==> config.mk <==
export PLATFORM = sky130hd
export DESIGN_NAME = serial_adder_stream
export DESIGN_NICKNAME = d
export VERILOG_FILES = /design/src/rtl/serial_adder_stream.sv
export SDC_FILE = /design/constraint.sdc
export NUM_CORES = 1
export LEC_CHECK = 0
export BUFFER_PORTS_ARGS = -buffer_cell sky130_fd_sc_hd__clkbuf_2
export CORE_MARGIN = 5
export CORE_UTILIZATION = 52
export DETAILED_ROUTE_END_ITERATION = 12
export PLACE_DENSITY_LB_ADDON = 0.05
export SETUP_SLACK_MARGIN = 0.02
export SLEW_MARGIN = 20
export SYNTH_ARGS = -nofsm -noshare
export SYNTH_HDL_FRONTEND = slang
export SYNTH_SLANG_ARGS = --single-unit
==> constraint.sdc <==
create_clock -name clk -period 1.6 [get_ports clk]
set_input_delay 0.24 -clock clk [delete_from_list [all_inputs] [get_ports clk]]
set_output_delay 0.24 -clock clk [all_outputs]
set_load 0.01 [all_outputs]
==> src/rtl/serial_adder_stream.sv <==
// Digit-serial adder/subtractor: WIDTH-bit operands consumed DIGIT bits per clock,
// LSB digit first, through one DIGIT-bit adder slice and a registered carry.
module serial_adder_stream #(
    parameter int WIDTH = 8,
    parameter int DIGIT = 1
) (
    input  logic             clk,
    input  logic             rst_n,
    input  logic             in_valid,
    output logic             in_ready,
    input  logic [WIDTH-1:0] a,
    input  logic [WIDTH-1:0] b,
    input  logic             carry_in,
    input  logic             sub,
    output logic             out_valid,
    input  logic             out_ready,
    output logic [WIDTH-1:0] sum,
    output logic             carry_out,
    output logic             overflow
);

    localparam int STEPS = WIDTH / DIGIT;
    localparam int CW    = (STEPS > 1) ? $clog2(STEPS) : 1;
    localparam logic [CW-1:0] LAST = CW'(STEPS - 1);

    typedef enum logic [1:0] {IDLE, RUN, DONE} state_t;

    state_t           r_state;
    state_t           w_next;
    logic [WIDTH-1:0] r_a;
    logic [WIDTH-1:0] r_b;
    logic [WIDTH-1:0] r_res;
    logic             r_c;
    logic [CW-1:0]    r_cnt;
    logic             r_a_msb;
    logic             r_b_msb;

    logic [WIDTH-1:0] w_bp;
    logic [DIGIT:0]   w_dsum;
    logic [WIDTH-1:0] w_res_shift;

    // Subtraction is a + ~b + 1; the borrow-in folds into the initial carry.
    assign w_bp   = sub ? ~b : b;
    assign w_dsum = {1'b0, r_a[DIGIT-1:0]} + {1'b0, r_b[DIGIT-1:0]} + {{DIGIT{1'b0}}, r_c};
    assign w_res_shift = WIDTH'({w_dsum[DIGIT-1:0], r_res} >> DIGIT);

    always_ff @(posedge clk) begin
        if (!rst_n) r_state <= IDLE;
        else        r_state <= w_next;
    end

    always_comb begin
        w_next = r_state;
        case (r_state)
            IDLE:    if (in_valid)         w_next = RUN;
            RUN:     if (r_cnt == LAST)    w_next = DONE;
            DONE:    if (out_ready)        w_next = IDLE;
            default:                       w_next = IDLE;
        endcase
    end

    always_ff @(posedge clk) begin
        if (!rst_n) begin
            r_a     <= '0;
            r_b     <= '0;
            r_res   <= '0;
            r_c     <= 1'b0;
            r_cnt   <= '0;
            r_a_msb <= 1'b0;
            r_b_msb <= 1'b0;
        end else begin
            case (r_state)
                IDLE: if (in_valid) begin
                    r_a     <= a;
                    r_b     <= w_bp;
                    r_c     <= sub ^ carry_in;
                    r_a_msb <= a[WIDTH-1];
                    r_b_msb <= w_bp[WIDTH-1];
                    r_cnt   <= '0;
                end
                RUN: begin
                    r_a   <= r_a >> DIGIT;
                    r_b   <= r_b >> DIGIT;
                    r_c   <= w_dsum[DIGIT];
                    r_res <= w_res_shift;
                    r_cnt <= r_cnt + CW'(1);
                end
                default: ;
            endcase
        end
    end

    assign in_ready  = (r_state == IDLE);
    assign out_valid = (r_state == DONE);
    assign sum       = r_res;
    assign carry_out = r_c;
    // Like-signed operands producing an opposite-signed result.
    assign overflow  = (r_a_msb == r_b_msb) && (r_res[WIDTH-1] != r_a_msb);

endmodule
# [Yosys cells after proc, flatten, opt, wreduce, memory -nomap -nowiden]
# Cells that the tools add are included.
# W data, S select, Z words.
[word_totals] regBits=32 input_bits=22 out_inout_bits=12 word_cells=40
[classes] add_sub_neg=3 eq_ne=8 mux=13 bitwise=2 n_reduce_logical=6
[ops] operator="$pmux W8 S2" n=2
[ops] operator="$mux W8" n=3
[ops] operator="$not A8 Y8" n=1
[ops] operator="$mux W2" n=3
[ops] operator="$pmux W2 S3" n=1
[ops] operator="$pmux W3 S2" n=1
[ops] operator="$ne A2 B2 Y1 const B" n=2
[ops] operator="$reduce_and A2 Y1" n=2
[ops] operator="$add A3 B1 Y3 const B" n=1
[ops] operator="$eq A3 B3 Y1 const B" n=1
[ops] operator="$mux W3" n=1
[ops] operator="$reduce_and A3 Y1" n=1
[ops] operator="$add A1 B1 Y2" n=1
[ops] operator="$add A2 B1 Y2" n=1
[ops] operator="$eq A2 B1 Y1 const B" n=1
[ops] operator="$eq A2 B2 Y1 const B" n=1
[ops] operator="$logic_not A2 Y1" n=1
[ops] operator="$ne A2 B1 Y1 const B" n=1
[ops] operator="$pmux W1 S2" n=1
[ops] operator="$reduce_bool A2 Y1" n=1
[ops] operator="$eq A1 B1 Y1" n=1
[ops] operator="$logic_and A1 B1 Y1" n=1
[ops] operator="$mux W1" n=1
[ops] operator="$ne A1 B1 Y1" n=1
[ops] operator="$xor A1 B1 Y1" n=1

# [Longest topological paths before layout]
[depth] word_depth=4 depth_mapped=5 ltp_nobuf=4

# [Worst setup path after synthesis]
# No wires, ideal clock.
[synth_path] kind="reg-to-reg" startpoint="register r_state[1]" endpoint="register r_b[0]" setup_time_ns=0.122 arrival_time_ns=1.099 required_ns=1.478 setup_slack_ns=0.379 stages_incl_launch_ff=6 path_cell_list="dfxtp_1 o21ba_1 buf_4 nor2b_1 buf_6 a221o_1"
[synth_between] elab_chain_cells=3 word_cells_on_any_way=6
[synth_lines] element="start: declaration" line_no="28" rtl="state_t r_state;"
[synth_lines] element="start signal: assignment" line_no="49" rtl="else r_state <= w_next;"
[synth_lines] element="$eq A2 B1 Y1 / $logic_not A2 Y1 (equally long branches)" line_no="72" rtl="case (r_state)"
[synth_lines] element="$reduce_bool A2 Y1 (no line) / $ne A2 B2 Y1 (equally long branches)"
[synth_lines] element="$reduce_and A2 Y1 (no line)"
[synth_lines] element="end signal: assignment" line_no="75" rtl="r_b <= w_bp;"
[synth_lines] element="end signal: assignment" line_no="83" rtl="r_b <= r_b >> DIGIT;"
[synth_lines] element="end: declaration" line_no="31" rtl="logic [WIDTH-1:0] r_b;"
# Several ways; a longest one is shown, not always the timed one.
# A chain may end at the register's enable or synchronous reset.

# [Worst setup path after layout]
[layout_path] startpoint="register r_state[0]" endpoint="output out_valid"
[layout_between] elab_chain_cells=1
[layout_lines] element="$eq A2 B2 Y1" line_no="94" rtl="assign out_valid = (r_state == DONE);"
[layout_lines] element="end: declaration" line_no="15" rtl="output logic out_valid,"
# No other way between the ends.

==> metrics <==
area grow syn2layout 18.73%; Port Buffers 33; Via density between 5 and 6; final layout net count about 210; postcts setup bufs 0; total design power roughly 1.8 mW; max_slew headroom about two thirds; Die Y 62.92 µm; total CTS buffers 5; Final min period around 1.5 ns; Synth cell types 27; Reg clk slew, reported paths about 0.090 ns; number of instances resized during post-cts repair 0; Pleak a little under 0.8 nW; Mapped Cells 156; first-pass GRT wire length between 4 and 5 mm; largest delay contributor family on the critical path flip-flops; initial antenna violation count 0; Max Root-Sink Buffers 2; Initial Utilization a little over half; CTS tree done; Arr. time, crit path roughly 1.2 ns; Peak Freq ~690 MHz; Remaining DRCs 0; Die X between 60 and 70 µm; final hold vios 0; slew at the pin with the worst max-slew slack 0.4720 ns; CTS Sinks 32; Setup CP Type flip-flop to output pin; root buf cell clkbuf_4; CP Cell Sequence buf_4 -> nor2b_1 -> clkbuf_2; outcome complete, no violations; Top FF cell, synth dfxtp_1; setup TNS 0 ns; hold_ws roughly 0.17 ns; Compound-Gate Fraction of Synth Area 19.33%; Mapped Area approximately 0.0015 mm²; startpoint types flip-flop; setup violators final 0; largest net degree at the start of global routing 26; asr flop ratio synth 0%; Ys Warns 0; PwrDens 1038 mW/mm²; final WL approximately 2.7 mm; Crit. End Element output pin; CTS Hold Bufs 0; DPL Wire Length 2.063 mm; Mapped Avg Cell Area between 9 and 10 µm²; antenna viol nets, final 0; worst min path class input port to flip-flop; clk_lat worst skew between 0.3 and 0.4 ns; final setup margin between 0.1 and 0.15 ns; Layout Skew 0.008228 ns; Mapped Nets 181; htree depth 2; XOR/XNOR Fraction of Synth Area approximately 5.4%; routability cong. between 0.7 and 0.8; Die ar. 0.003959 mm²; fillers approximately 260; layout cells sized above 1 between 20% and 30%; Post-Synth Simple-Gate Area 17.53%; TritonRoute pass-1 iters 4; post-synthesis mux area share under 10%; FF+latch count, synth 32; via count roughly 1200; pre-CTS setup slack 0.3495 ns; core area between 0.002 and 0.003 mm²; IO Pins 34; Post-synth EDFFs 0; Critical Path RT ~1.4 ns; slowest cell on the critical path dfxtp_1; DR iter-0 viols between 60 and 70; main combinational cell family by area after synthesis compound AO/OA/AOI/OAI gates; GRT overflow 0; Slew Limit Fails 0; Tcrit/Tclk final approximately nine tenths; crit-path max cell delay 0.36 ns; GRT Util Overall between 10% and 20%; RSZ-0062 raised after global routing false; Peak supply drop around 0.76 mV; vias in the first global route around 1100; WP buf/inv 2; row count 19; crit path max fanout 9; Max Cap Violations 0; drt wl/cell approximately 12 µm; sequential fraction of the synthesis area a little over two fifths; n_diodes 0; Post-Synth Adder-Cell Area around 3.1%
-- final cells by class --
type	count	area, µm²	area share [%]
Multi-Input combinational cell	110	740.7	42.84
Tap cell	31	38.79	2.243
Timing Repair Buffer	39	210.2	12.16
Clock buffer	7	65.06	3.763
Clock inverter	1	30.03	1.737
Inverter	1	3.754	0.2171
Sequential cell	32	640.6	37.05
-- routing by layer --
metal	share of wire (%)	GRT usage (%)	wire [µm]
met2	49	25.64	1337
met3	6.1	4.137	165
met5	0	0	0
met1	43	17.90	1154
met4	1.7	8.753	47
-- metrics by stage --
stage | cell area [µm²] | utilization (%) | instances
final | 1729 | 63.80 | 221
after global routing | 1729 | 63.80 | 221
after CTS | 1729 | 63.80 | 221
after detailed placement | 1634 | 60.30 | 213
after global placement | 1634 | 60.30 | 213
after floorplan | 1456 | - | 156
-- registers in the layout (all words and copies together) (netlist names) --
register,flops
r_a,8
r_b,8
carry_out,1
r_a_msb,1
sum,8
r_state,2
r_b_msb,1
r_cnt,3
-- synth_stat cells, types with 2 or more instances --
cell type | n | share of area, %
a21boi_0 | 14 | 7.2
a221o_1 | 7 | 4.8
and2_1 | 3 | 1.3
buf_2 | 3 | 1.0
buf_4 | 3 | 1.5
clkbuf_1 | 6 | 1.5
dfxtp_1 | 32 | 44
ha_1 | 2 | 1.7
mux2i_1 | 8 | 5.5
nand2_1 | 31 | 8.0
nand3_1 | 4 | 1.4
nor2_1 | 11 | 2.8
nor2b_1 | 4 | 1.7
o211a_1 | 7 | 4.8
o21ai_0 | 2 | 0.69
xnor2_1 | 7 | 4.2
xor2_1 | 2 | 1.2
-- kinds of logic after synthesis --
family | after synthesis
DFF | 32
muxes | 8
adders and majority gates | 3
and+or+nand+nor | 57
buffers and inverters | 14
AOI/OAI and AO/OA | 33
xor gates and xnor gates | 9
-- path summary, 6_finish.rpt --
| check | start | slack [ns] | to | depth (start not counted) |
|---|---|---|---|---|
| max | r_state[0]$_SDFFE_PN0P_ | 0.15 | out_valid | 3 |
| min | a[7] | 0.17 | r_a_msb$_SDFFE_PN0P_ | 3 |
| max reg2reg | r_state[1]$_SDFFE_PN0P_ | 0.31 | r_b[5]$_SDFFE_PN0P_ | 3 |
| min reg2reg | sum[0]$_SDFFE_PN0N_ | 0.47 | sum[0]$_SDFFE_PN0N_ | 2 |
-- worst min-delay path, stage by stage --
cell	delay, ns
clkbuf_2	0.08
nand2_1	0.06
a21boi_0	0.07
-- power by group --
| part | internal [mW] | switching (mW) |
|---|---|---|
| Combinational | 0.121 | 0.118 |
| Clock | 0.415 | 0.262 |
| Sequential | 0.846 | 0.0341 |
-- layout by cell type, fill, tap and decap left out, drive strengths merged, types with 4 or more instances in the layout --
cell type and instances:
mux2i 8, o211a 7, nor2b 4, a221o 7, buf 6, clkbuf 40
xnor2 7, nand3 4, nor2 11, a21boi 14, nand2 31, dfxtp 32
(Power assumes the default switching activity.)
